===== src/rtl/scrambler_pkg.sv =====
// Shared definitions for the scrambler engine: FSM encoding, LFSR polynomial
// and the Galois step function used by the LFSR stage.
package scrambler_pkg;

    localparam logic [2:0] S_IDLE  = 3'd0;
    localparam logic [2:0] S_GEN   = 3'd1;
    localparam logic [2:0] S_READ  = 3'd2;
    localparam logic [2:0] S_SWAP  = 3'd3;
    localparam logic [2:0] S_WRITE = 3'd4;
    localparam logic [2:0] S_DONE  = 3'd5;

    // x^16+x^14+x^13+x^11+1 in right-shifting Galois form
    localparam logic [15:0] LFSR_MASK  = 16'hB400;
    localparam int          LFSR_MAX_W = 32;

    // Operands narrower than LFSR_MAX_W must be zero-extended; the upper bits stay zero.
    function automatic logic [LFSR_MAX_W-1:0] lfsr_step(
        input logic [LFSR_MAX_W-1:0] cur,
        input logic [LFSR_MAX_W-1:0] mask
    );
        return (cur >> 1) ^ (cur[0] ? mask : '0);
    endfunction

endpackage


===== src/rtl/scrambler_engine_lfsr.sv =====
// Galois LFSR stage: loads a seed (0 forced to 1), advances one step on request.
module lfsr_galois
    import scrambler_pkg::*;
#(
    parameter int              LFSR_W = 16,
    parameter logic [LFSR_W-1:0] MASK = LFSR_W'(LFSR_MASK)
) (
    input  logic              clk,
    input  logic              reset,
    input  logic              load,
    input  logic [LFSR_W-1:0] seed,
    input  logic              advance,
    output logic [LFSR_W-1:0] state
);

    // NOTE: sequential state is assigned with <= so every flop samples pre-edge values.
    always_ff @(posedge clk) begin
        if (reset) begin
            state <= LFSR_W'(1);
        end else if (load) begin
            state <= (seed == '0) ? LFSR_W'(1) : seed;
        end else if (advance) begin
            state <= LFSR_W'(lfsr_step(LFSR_MAX_W'(state), LFSR_MAX_W'(MASK)));
        end
    end

endmodule


===== src/rtl/scrambler_engine.sv =====
// In-place Fisher-Yates scrambler over a DEPTH x DATA_W regfile; mode 1 replays
// the same swap sequence backwards to undo a scramble made with the same seed.
module scrambler_engine
    import scrambler_pkg::*;
#(
    parameter int DATA_W = 8,
    parameter int ADDR_W = 4,
    parameter int LFSR_W = 16
) (
    input  logic              clk,
    input  logic              reset,
    input  logic              start,
    input  logic              mode,
    input  logic [ADDR_W:0]   len,
    input  logic [LFSR_W-1:0] seed,
    input  logic              host_we,
    input  logic [ADDR_W-1:0] host_addr,
    input  logic [DATA_W-1:0] host_din,
    output logic [DATA_W-1:0] host_rdata,
    output logic              busy,
    output logic              done,
    output logic              err
);

    localparam int              DEPTH   = 1 << ADDR_W;
    localparam logic [ADDR_W:0] DEPTH_L = (ADDR_W+1)'(DEPTH);
    localparam logic [ADDR_W:0] ONE_L   = (ADDR_W+1)'(1);
    localparam logic [ADDR_W:0] TWO_L   = (ADDR_W+1)'(2);

    logic [2:0]          state_q;
    logic                mode_q;
    logic [ADDR_W:0]     len_q;
    logic [ADDR_W-1:0]   i_q;
    logic [ADDR_W-1:0]   j_q;
    logic [DATA_W-1:0]   temp_q;
    logic                err_q;

    logic [DATA_W-1:0]   mem  [DEPTH];
    logic [ADDR_W-1:0]   jlog [DEPTH];

    logic [LFSR_W-1:0]   lfsr_state;
    logic                len_ok;
    logic                lfsr_load;
    logic                lfsr_adv;
    logic                last_i;
    logic [ADDR_W:0]     range_r;
    logic [2*ADDR_W:0]   prod;
    logic [ADDR_W-1:0]   j_rand;

    assign len_ok    = (len != '0) && (len <= DEPTH_L);
    assign lfsr_load = (state_q == S_IDLE) && start && len_ok;
    assign lfsr_adv  = (state_q == S_GEN) || ((state_q == S_READ) && !mode_q);
    assign last_i    = ({1'b0, i_q} == len_q - TWO_L);

    // Multiply-shift maps the low LFSR bits onto [0, len-i) without a divider.
    assign range_r = len_q - {1'b0, i_q};
    assign prod    = (2*ADDR_W+1)'(ADDR_W'(lfsr_state)) * (2*ADDR_W+1)'(range_r);
    assign j_rand  = i_q + ADDR_W'(prod >> ADDR_W);

    assign busy       = (state_q != S_IDLE);
    assign done       = (state_q == S_DONE);
    assign err        = err_q;
    assign host_rdata = mem[host_addr];

    lfsr_galois #(
        .LFSR_W (LFSR_W),
        .MASK   (LFSR_W'(LFSR_MASK))
    ) u_lfsr (
        .clk     (clk),
        .reset   (reset),
        .load    (lfsr_load),
        .seed    (seed),
        .advance (lfsr_adv),
        .state   (lfsr_state)
    );

    always_ff @(posedge clk) begin
        if (reset) begin
            state_q <= S_IDLE;
            i_q     <= '0;
            err_q   <= 1'b0;
            mode_q  <= 1'b0;
            len_q   <= '0;
        end else begin
            err_q <= 1'b0;
            case (state_q)
                S_IDLE: begin
                    if (start) begin
                        if (!len_ok) begin
                            err_q <= 1'b1;
                        end else begin
                            mode_q <= mode;
                            len_q  <= len;
                            i_q    <= '0;
                            if (len == ONE_L)  state_q <= S_DONE;
                            else if (mode)     state_q <= S_GEN;
                            else               state_q <= S_READ;
                        end
                    end
                end
                S_GEN: begin
                    if (last_i) state_q <= S_READ;
                    else        i_q     <= i_q + ADDR_W'(1);
                end
                S_READ:  state_q <= S_SWAP;
                S_SWAP:  state_q <= S_WRITE;
                S_WRITE: begin
                    if (!mode_q) begin
                        i_q     <= i_q + ADDR_W'(1);
                        state_q <= last_i ? S_DONE : S_READ;
                    end else if (i_q == '0) begin
                        state_q <= S_DONE;
                    end else begin
                        i_q     <= i_q - ADDR_W'(1);
                        state_q <= S_READ;
                    end
                end
                S_DONE:  state_q <= S_IDLE;
                default: state_q <= S_IDLE;
            endcase
        end
    end

    // NOTE: regfile, jlog and datapath registers carry no reset; they are storage, not control.
    always_ff @(posedge clk) begin
        if (!reset && state_q == S_READ) begin
            temp_q <= mem[i_q];
            j_q    <= mode_q ? jlog[i_q] : j_rand;
        end
        if (!reset && state_q == S_GEN) begin
            jlog[i_q] <= j_rand;
        end
        if (!reset && state_q == S_SWAP) begin
            mem[i_q] <= mem[j_q];
        end else if (!reset && state_q == S_WRITE) begin
            mem[j_q] <= temp_q;
        end else if (host_we && !busy) begin
            mem[host_addr] <= host_din;
        end
    end

endmodule


===== config.mk =====
export PLATFORM = sky130hd
export DESIGN_NAME = scrambler_engine
export DESIGN_NICKNAME = d
export VERILOG_FILES = /design/src/rtl/scrambler_pkg.sv /design/src/rtl/scrambler_engine_lfsr.sv /design/src/rtl/scrambler_engine.sv
export SDC_FILE = /design/constraint.sdc
export NUM_CORES = 1
export LEC_CHECK = 0
export CAP_MARGIN = 5
export CORE_ASPECT_RATIO = 0.7
export CORE_MARGIN = 2
export CORE_UTILIZATION = 35
export CTS_BUF_LIST = sky130_fd_sc_hd__clkbuf_8
export DETAILED_ROUTE_END_ITERATION = 8
export GPL_TIMING_DRIVEN = 0
export HOLD_SLACK_MARGIN = 0.02
export REMOVE_ABC_BUFFERS = 1
export SLEW_MARGIN = 20
export SYNTH_ARGS = -nofsm -noshare
export SYNTH_HDL_FRONTEND = slang
export SYNTH_HIERARCHICAL = 1
export SYNTH_SLANG_ARGS = --single-unit

===== constraint.sdc =====
create_clock -name clk -period 6.39 [get_ports clk]
set_clock_uncertainty 0.15 [all_clocks]
set_input_delay 1.278 -clock clk [delete_from_list [all_inputs] [get_ports clk]]
set_output_delay 1.278 -clock clk [all_outputs]
set_load 0.05 [all_outputs]

* Yosys cells after proc, flatten, opt, wreduce, memory -nomap -nowiden
Memories as Yosys holds them, arrays and structs flattened. A register that Yosys moved wholly into a read port is not among the register bits.
Cells that the tools add are included.
** Cells by class
- Bitwise logic cells :: 3
- Add/sub/neg operators :: 5
- Eq/ne operators :: 12
- Mux-type cells :: 41
- Order comparisons :: 1
- Reduce and logical (&&, ||, !) cells :: 26
- $mul :: 1
** Operators by type and width (count)
- $mux W16 :: 4
- $mux W4 :: 11
- $mux W3 :: 7
- $logic_not A16 Y1 :: 1
- $mux W8 :: 2
- $reduce_or A8 Y1 :: 2
- $xor A15 B16 Y16 :: 1
- $pmux W3 S5 :: 1
- $mux W1 :: 14
- $pmux W4 S3 :: 1
- $logic_and A1 B1 Y1 :: 9
- $mul A4 B5 Y8 :: 1
- $ne A2 B2 Y1 const B :: 4
- $eq A3 B2 Y1 const B :: 2
- $eq A3 B3 Y1 const B :: 2
- $reduce_and A3 Y1 :: 2
- $reduce_bool A3 Y1 :: 2
- $eq A4 B5 Y1 :: 1
- $eq A5 B1 Y1 const B :: 1
- $le A5 B5 Y1 const B :: 1
- $reduce_and A5 Y1 :: 1
- $reduce_bool A5 Y1 :: 1
- $sub A5 B2 Y5 const B :: 1
- $sub A5 B4 Y5 :: 1
- 13 further kinds :: 16
** Storage, ports and cells
- Memories :: 2
- Bits of input ports :: 38
- RAM bits :: 192
- Bits in registers :: 34
** Memories
- mem :: words 16, bits a word 8, read ports 3, clocked after Yosys merged registers in 2, wr ports 1, RTL line scrambler_engine.sv:38 : logic [DATA_W-1:0] mem [DEPTH];
- jlog :: words 16, bits a word 4, read ports 1, clocked after Yosys merged registers in 1, wr ports 1, RTL line scrambler_engine.sv:39 : logic [ADDR_W-1:0] jlog [DEPTH];

* Logic depth before layout (Yosys ltp)
Gate-level depths: netlist of run 1.
- Depth after elaboration :: 9
- Mapped depth :: 23

* Cells and area by module
Netlist of run 1, hierarchy kept.
** Modules (own cells, without submodules)
- scrambler_engine :: area an instance 11980.2 um2, instances 1, cells an instance 743
- lfsr_galois :: area an instance 794.5 um2, instances 1, cells an instance 82

* Worst setup path before layout of run 1
OpenSTA, ideal clock, no wires.
- Path kind :: reg-to-reg
- Start point :: register i_q[1]
- End point :: register j_q[3] (data pin)
- Path buffers :: 2
- Required time :: 6.105 ns
- Arrival time :: 5.571 ns
- Stages on the path, launching flop included :: 24
- Path slack :: 0.534 ns
- Clock period less this slack :: 5.856 ns
- Cell sequence :: dfxtp_1 > clkbuf_1 > clkbuf_1 > inv_1 > ha_1 > a21o_1 > a21oi_1 > xnor2_1 > and2_1 > fa_1 > inv_1 > fa_1 > inv_1 > ha_1 > o21a_1 > nor2_1 > xnor2_1 > ha_1 > a21o_1 > a21oi_1 > xnor2_1 > xnor2_1 > xnor2_1 > mux2_2
** Between the ends
- Longest elaborated chain between the ends :: 4
** Ends and longest elaborated chain
- start, declared :: RTL line scrambler_engine.sv:33 : logic [ADDR_W-1:0] i_q;
- start signal, assigned :: RTL line scrambler_engine.sv:103 : else i_q <= i_q + ADDR_W'(1);
- start signal, assigned :: RTL line scrambler_engine.sv:109 : i_q <= i_q + ADDR_W'(1);
- start signal, assigned :: RTL line scrambler_engine.sv:114 : i_q <= i_q - ADDR_W'(1);
- $sub A5 B4 Y5 :: RTL line scrambler_engine.sv:56 : assign range_r = len_q - {1'b0, i_q};
- $mul A4 B5 Y8 :: RTL line scrambler_engine.sv:57 : assign prod = (2*ADDR_W+1)'(ADDR_W'(lfsr_state)) * (2*ADDR_W+1)'(range_r);
- $add A4 B4 Y4 (*) :: RTL line scrambler_engine.sv:58 : assign j_rand = i_q + ADDR_W'(prod >> ADDR_W);
- via j_rand[3] :: RTL line scrambler_engine.sv:48 : logic [ADDR_W-1:0] j_rand;
- $mux W4 (*) :: RTL line scrambler_engine.sv:128 : j_q <= mode_q ? jlog[i_q] : j_rand;
- end signal, assigned :: RTL line scrambler_engine.sv:128
- end, declared :: RTL line scrambler_engine.sv:34 : logic [ADDR_W-1:0] j_q;
Mark *: on every way through the listed nets, which the timed path passes. The rest lies on a longest branch.
A chain may end at the register's enable or synchronous reset.

* Final worst setup path of run 1
Ends and elaborated chain as after synthesis.

==> qor.txt, run 1 <==
share of the synthesized area in the top cell type -> 0.480
Synth area leader -> edfxtp_1
ys async rst share -> 0
clock share of power -> 0.366
first-pass GRT wire length -> 47.3 mm
Sequential Power Share -> 0.499
worst vdd ir -> 123 µV
slew at the pin closest to its max-slew limit -> 1.11 ns
worst hold path stage count -> 2
Hold Crit Class -> register to register
Worst path slowest cell -> dfxtp_4
CTS Sinks -> 242
CTS tree -> built
Cells after Synth -> 825
WL final -> 31.5 mm
Max Slew Vio Count -> 0
critical path's top delay family -> adder cells
diode count -> 0
gr usage total -> 0.167
CP bufs+invs -> 3
Worst setup SP type -> register
Skew-Pair Late Insertion Delay -> 0.54 ns
Die W -> 232 µm
CP cell instances -> inv_1 -> fa_1 -> xor2_1 -> nand2_1 -> fa_1 -> fa_1 -> inv_1 -> ha_1 -> nor3b_1 -> o21a_1 -> nor2_1 -> o21bai_1 -> xor2_1 -> ha_1 -> a21oi_1 -> xnor2_1 -> xnor2_1 -> xnor2_2 -> buf_6 -> mux2_2
post-synthesis register bit count -> 242
Crit path depth -> 20
clk slew on worst S/H paths -> 0.06 ns
CP endpoint kind -> register
# nets final -> 945
number of CTS-inserted buffers -> 42
main flop type after synthesis -> edfxtp_1
Sw Pwr -> 0.960 mW
Starting Density -> 0.356
DR vias -> 7,683
Pleak -> 4.79 nW
full die area -> 0.0381 mm²
Crit Path Category -> register to register
initial DRC count -> 654
P_int -> 2.75 mW
Buffers on Ports -> 48
I/O pins -> 49
hold_ws -> 0.328 ns
DRT Pass-1 Iters -> 5
unrepaired setup endpoints after global routing -> false
Post-Route Setup TNS -> 0 ns
antenna-violating nets left -> 0
slew margin rel. -> 0.257
Crit path arrival time -> 6.14 ns
non-filler cells, final -> 1,389
CP required -> 6.53 ns
share of cells above drive strength 1 -> 0.268
Fmax achieved -> 167 MHz
cts hold-fix bufs -> 0
die extent in y -> 164 µm
Cell Pwr Density -> 252 mW/mm²
synth top area cells -> edfxtp_1 (48%), mux4_2 (22%), dfxtp_1 (6.0%), mux2i_1 (2.4%), ha_1 (2.2%)
min cycle time layout -> 6.00 ns
number of enable flip-flop cells after synthesis -> 204
HPWL after DPL -> 20.5 mm
Worst path most repeated cell -> fa_1
initial antenna violation count -> 0
H-tree depth -> 2
remaining global-route overflow -> 0
Seq/Total Area, Yosys -> 0.539
Crit path largest cell delay -> 0.52 ns
Final Hold Fails -> 0
# rows -> 58
pin count of the biggest net entering global routing -> 34
Placer Congestion -> 0.801
r2r worst-path depth -> 20
cell total after placement -> 1,311
Comb power frac -> 0.135
routed vias/inst -> 5.53
Post-Syn Area -> 0.0128 mm²
mean post-synth cell area -> 15.5 µm²
CTS root buf -> clkbuf_8
max-cap viol count -> 0
area grow syn2layout -> 15.2%
final cycle utilization of the critical path -> 0.939
synth warn -> 6
core area -> 0.0359 mm²
maximum fanout along the worst path -> 13
vias in the first global route -> 7,659
outcome -> completed
Max clock buf depth -> 3
DR DRC count -> 0
Routed WL per cell -> 22.7 µm
Sw Share -> 0.259
library cells used by synthesis -> 55
setup violators final -> 0
## kinds of logic (layout without fill, tap and decap cells)
| family | Yosys count | after routing | share of synthesized area |
|---|---|---|---|
| DFF | 242 | 242 | 0.539 |
| and+or+nand+nor | 187 | 187 | 0.0678 |
| muxes | 177 | 177 | 0.272 |
| AOI/OAI and AO/OA | 89 | 89 | 0.0457 |
| buffers and inverters | 80 | 164 | 0.0275 |
| adders and majority gates | 29 | 29 | 0.0325 |
| xor gates and xnor gates | 21 | 21 | 0.0156 |
## power groups by stage
stage          logic [mW]  clock network (mW)  registers [mW]
6_report            0.501                1.36            1.85
5_1_grt             0.546                1.46            1.86
4_1_cts             0.503                1.39            1.85
3_5_place_dp        0.500                   0            1.88
3_3_place_gp        0.468                   0            1.90
2_1_floorplan       0.319                   0            1.87
## flip-flops by register name, indices dropped and copies added (netlist names), named ones only
name,count
len_q,5
jlog,64
err,1
state_q,3
u_lfsr/state,16
mode_q,1
temp_q,8
i_q,4
j_q,4
mem,128
## per-stage QoR
stage	instance area (µm²)	utilization	power (mW)	setup WS, ns
2_1_floorplan	12500	-	2.19	-0.178
3_3_place_gp	13600	0.378	2.36	-2.07
3_5_place_dp	13900	0.386	2.38	-0.237
4_1_cts	14700	0.408	3.74	0.0775
5_1_grt	14700	0.410	3.86	0.101
6_report	14700	0.410	3.71	0.389
## cell usage in the layout (no fill, tap or decap), types with 8 or more instances in the layout
cell | netlist | final
a211oi_1 | 16 | 16
a21oi_1 | 27 | 26
and2_1 | 8 | 8
buf_4 | 2 | 9
clkbuf_8 | 0 | 44
clkdlybuf4s50_1 | 0 | 45
clkinv_2 | 0 | 10
dfxtp_1 | 38 | 32
edfxtp_1 | 204 | 204
ha_1 | 22 | 22
inv_1 | 23 | 34
mux2_2 | 14 | 14
mux2i_1 | 30 | 30
mux4_1 | 9 | 9
mux4_2 | 122 | 122
nand2_1 | 52 | 52
nand3_1 | 9 | 9
nor2_1 | 70 | 60
nor2_2 | 0 | 10
nor2b_1 | 14 | 14
nor3_1 | 10 | 10
o21ai_0 | 15 | 8
o21ai_1 | 3 | 9
xnor2_1 | 17 | 15
## tightest hold or removal path, delay by kind of cell, from the launching register on
kind | cells | cell delay (ns)
flip-flops | 1 | 0.31
AO/OA/AOI/OAI | 2 | 0.12
## layout make-up
class,count,area [µm²]
multi-input cells,503,5600
flip-flops and latches,242,6900
fillers,3245,21200
well taps,480,601
clock inverters,31,186
repair buffers,66,731
clock buffers,44,606
inverters,23,90.1
## Yosys cell counts (all sizes together), types with 9 or more instances
library cell / count
nand3: 9
nand2: 52
mux2: 16
clkbuf: 29
dfxtp: 38
nor2b: 14
edfxtp: 204
nor2: 70
a211oi: 17
nor3: 10
inv: 23
mux4: 131
ha: 22
o21ai: 18
xnor2: 17
mux2i: 30
a21oi: 27
buf: 28
## timing repair
| action | 4_1_cts | 5_1_grt |
|---|---|---|
| endpoints found under the setup margin | 1 | 1 |
| buffers inserted | 0 | 3 |
| gates resized for setup | 2 | 2 |
## layer usage
layer | up-vias | global-route usage | part of all wire
met5 | - | 0 | 0
met4 | 0 | 0.0431 | 0.016
met3 | 42 | 0.0406 | 0.078
met2 | 304 | 0.249 | 0.44
met1 | 3929 | 0.244 | 0.47
li1 | 3408 | - | -
## final timing paths
kind | start | end | slack, ns
max reg2reg | i_q[1]$_SDFFE_PP0P_ | j_q[3]$_DFFE_PP_ | 0.39
max | i_q[1]$_SDFFE_PP0P_ | j_q[3]$_DFFE_PP_ | 0.39
min | len_q[0]$_SDFFE_PP0P_ | len_q[0]$_SDFFE_PP0P_ | 0.33
min reg2reg | len_q[0]$_SDFFE_PP0P_ | len_q[0]$_SDFFE_PP0P_ | 0.33
(Power assumes the default switching activity.)
==> run 2, diff against run 1 <==
--- a/config.mk
+++ b/config.mk
@@ -13,7 +13,6 @@
 export DETAILED_ROUTE_END_ITERATION = 8
 export GPL_TIMING_DRIVEN = 0
 export HOLD_SLACK_MARGIN = 0.02
-export REMOVE_ABC_BUFFERS = 1
 export SLEW_MARGIN = 20
 export SYNTH_ARGS = -nofsm -noshare
 export SYNTH_HDL_FRONTEND = slang
==> run 2 against run 1 <==
Effect of this change:
- power increased by 2.1%
- critical path type unchanged
- global-route usage rose by 1.5 points
- sequential power hardly changed
==> qor.txt, run 2 (synthesis results as in run 1) <==
Fmax achieved -> 166 MHz (-0.23%)
DR DRC count -> 0 (unchanged)
clk slew on worst S/H paths -> 0.06 ns (about the same)
Worst setup SP type -> register
# rows -> 58 (unchanged)
slew margin rel. -> 0.237 (-0.0203)
HPWL after DPL -> 24.8 mm (+21%)
initial DRC count -> 1,022 (+56%)
layer with the highest usage -> met1
Buffers on Ports -> 43 (-10%)
Crit path arrival time -> 6.17 ns (+0.03 ns)
hold_ws -> 0.326 ns (-0.00192 ns)
H-tree depth -> 2 (unchanged)
Sw Pwr -> 0.990 mW (+3.1%)
Synth Net Count -> 892
Die W -> 232 µm (unchanged)
maximum fanout along the worst path -> 17 (+4)
CTS root buf -> clkbuf_8
Starting Density -> 0.356 (unchanged)
unrepaired setup endpoints after global routing -> false
Pleak -> 4.86 nW (+1.5%)
Comb power frac -> 0.144 (+0.009)
Skew-Pair Late Insertion Delay -> 0.57 ns (+0.03 ns)
clock share of power -> 0.374 (+0.008)
met3 usage -> 0.0491 (+0.00851)
worst vdd ir -> 127 µV (+3.2%)
min cycle time layout -> 6.02 ns (+0.0138 ns)
placed instance area -> 0.0139 mm² (+0.13%)
Hold Crit Class -> register to register
first-pass GRT wire length -> 50.5 mm (+6.7%)
most frequent cells in the layout -> edfxtp_1 (204), mux4_2 (122), nor2_1 (66), nand2_1 (52), clkbuf_8 (48)
full die area -> 0.0381 mm² (unchanged)
area grow syn2layout -> 15.7%
max-cap viol count -> 0 (unchanged)
remaining global-route overflow -> 0 (unchanged)
initial antenna violation count -> 1 (+1)
gr usage total -> 0.182 (+0.0147)
DRT Pass-1 Iters -> 5 (unchanged)
vias in the first global route -> 7,977 (+4.2%)
share of cells above drive strength 1 -> 0.259 (-0.00921)
met2 usage -> 0.260 (+0.0110)
Sw Share -> 0.261 (+0.00247)
outcome -> completed
worst hold path stage count -> 2 (unchanged)
Routed WL per cell -> 24.0 µm (+5.9%)
Final Hold Fails -> 0 (unchanged)
Placer Congestion -> 0.898 (+12%)
Fill cells -> 3,280 (+1.1%)
flop2flop setup slack -> 0.37 ns (about the same)
largest reg by FF count -> mem
WL final -> 34.4 mm (+9.0%)
slew at the pin closest to its max-slew limit -> 1.14 ns (+0.0303 ns)
core area -> 0.0359 mm² (unchanged)
Sequential Power Share -> 0.482 (-0.017)
met1 Use GR -> 0.273 (+0.0292)
largest registers -> mem x128, jlog x64, u_lfsr/state x16
antenna-violating nets left -> 0 (unchanged)
Cell Pwr Density -> 256 mW/mm² (+1.6%)
Crit Path Category -> register to register
# nets final -> 987 (+4.4%)
DR vias -> 8,095 (+5.4%)
CP required -> 6.54 ns (about the same)
final instance area -> 0.0148 mm² (+0.42%)
I/O pins -> 49 (unchanged)
CP endpoint kind -> register
CTS tree -> built
P_int -> 2.80 mW (+1.7%)
final cycle utilization of the critical path -> 0.941 (+0.00216)
number of CTS-inserted buffers -> 41 (-2.4%)
Final Util -> 0.411 (+0.00174)
cts hold-fix bufs -> 0 (unchanged)
routed vias/inst -> 5.66 (+2.3%)
pin count of the biggest net entering global routing -> 18 (-47%)
most common cell after layout, fill and taps aside -> edfxtp_1
die extent in y -> 164 µm (unchanged)
Max Slew Vio Count -> 0 (unchanged)
number of flip-flops in the largest register -> 128 (unchanged)
r2r worst-path depth -> 23 (+15%)
CTS Sinks -> 242 (unchanged)
Max clock buf depth -> 3 (unchanged)
setup violators final -> 0 (unchanged)
## run 2: changes by cell type in the layout (fill, tap and decap cells not counted), moves of 6 or more
cell	change
nor2_1	+6
clkinv_2	-6
buf_2	+17
clkbuf_1	+24
dfxtp_1	+6
nor2_2	-6
## run 2: metal layers
| layer | vias to the layer above | wire length, µm |
|---|---|---|
| met1 | 4115 | 15600 |
| met2 | 422 | 14800 |
| met5 | - | 0 |
| met3 | 63 | 3370 |
| li1 | 3495 | - |
| met4 | 0 | 644 |
## run 2: power by group through the flow
stage	clock network (mW)	logic, mW	registers (mW)
after floorplan	0	0.362	1.85
after global placement	0	0.516	1.86
after detailed placement	0	0.540	1.86
after CTS	1.45	0.541	1.83
after global routing	1.51	0.585	1.83
final	1.42	0.545	1.83
## run 2: worst paths after layout
check                                           start                     to
worst max register to register    i_q[1]$_SDFFE_PP0P_       j_q[3]$_DFFE_PP_
worst min register to register  len_q[0]$_SDFFE_PP0P_  len_q[0]$_SDFFE_PP0P_
worst min-delay path            len_q[0]$_SDFFE_PP0P_  len_q[0]$_SDFFE_PP0P_
worst max-delay path              i_q[1]$_SDFFE_PP0P_       j_q[3]$_DFFE_PP_
## run 2: critical path, cell delays in order (launching register included)
cell	delay (ns)
dfxtp_1	0.38
clkbuf_4	0.26
clkbuf_4	0.32
clkinvlp_4	0.20
ha_1	0.35
a21o_1	0.17
a21oi_1	0.17
xnor2_1	0.15
and2_1	0.21
fa_1	0.53
inv_1	0.05
fa_1	0.47
inv_1	0.04
ha_1	0.28
o21a_1	0.14
nor2_1	0.15
o21bai_1	0.10
xor2_1	0.15
ha_1	0.34
a21oi_1	0.18
xnor2_1	0.13
xnor2_2	0.30
xnor2_4	0.23
mux2_2	0.33
## run 2: area by class of cell
type                            instances  area [µm²]  area share
Inverter                               23        90.1     0.00610
Tap cell                              480         601      0.0406
Timing Repair Buffer                   52         513      0.0347
Clock buffer                           48         661      0.0447
Antenna cell                            1        2.50    0.000169
Sequential cell                       242        6890       0.466
Multi-Input combinational cell        503        5590       0.378
Clock inverter                         24         158      0.0107
Buffer                                 57         275      0.0186
## run 2: what timing repair did
item | 4_1_cts | 5_1_grt
gates resized for setup | 5 | 6
setup buffers | 0 | 2
hold endpoints to repair | 0 | 0
setup endpoints to repair | 36 | 17
pin swaps | 0 | 1
## run 2: metrics by stage
step | TNS (ns) | worst slack [ns] | total power [mW] | cells
3_5_place_dp | -13.90 | -0.803 | 2.40 | 1355
3_3_place_gp | -24.26 | -1.06 | 2.38 | 1348
5_1_grt | 0 | 0.0355 | 3.93 | 1430
2_1_floorplan | 0 | 0.534 | 2.21 | 825
6_report | 0 | 0.375 | 3.79 | 1430
4_1_cts | 0 | 0.112 | 3.81 | 1427
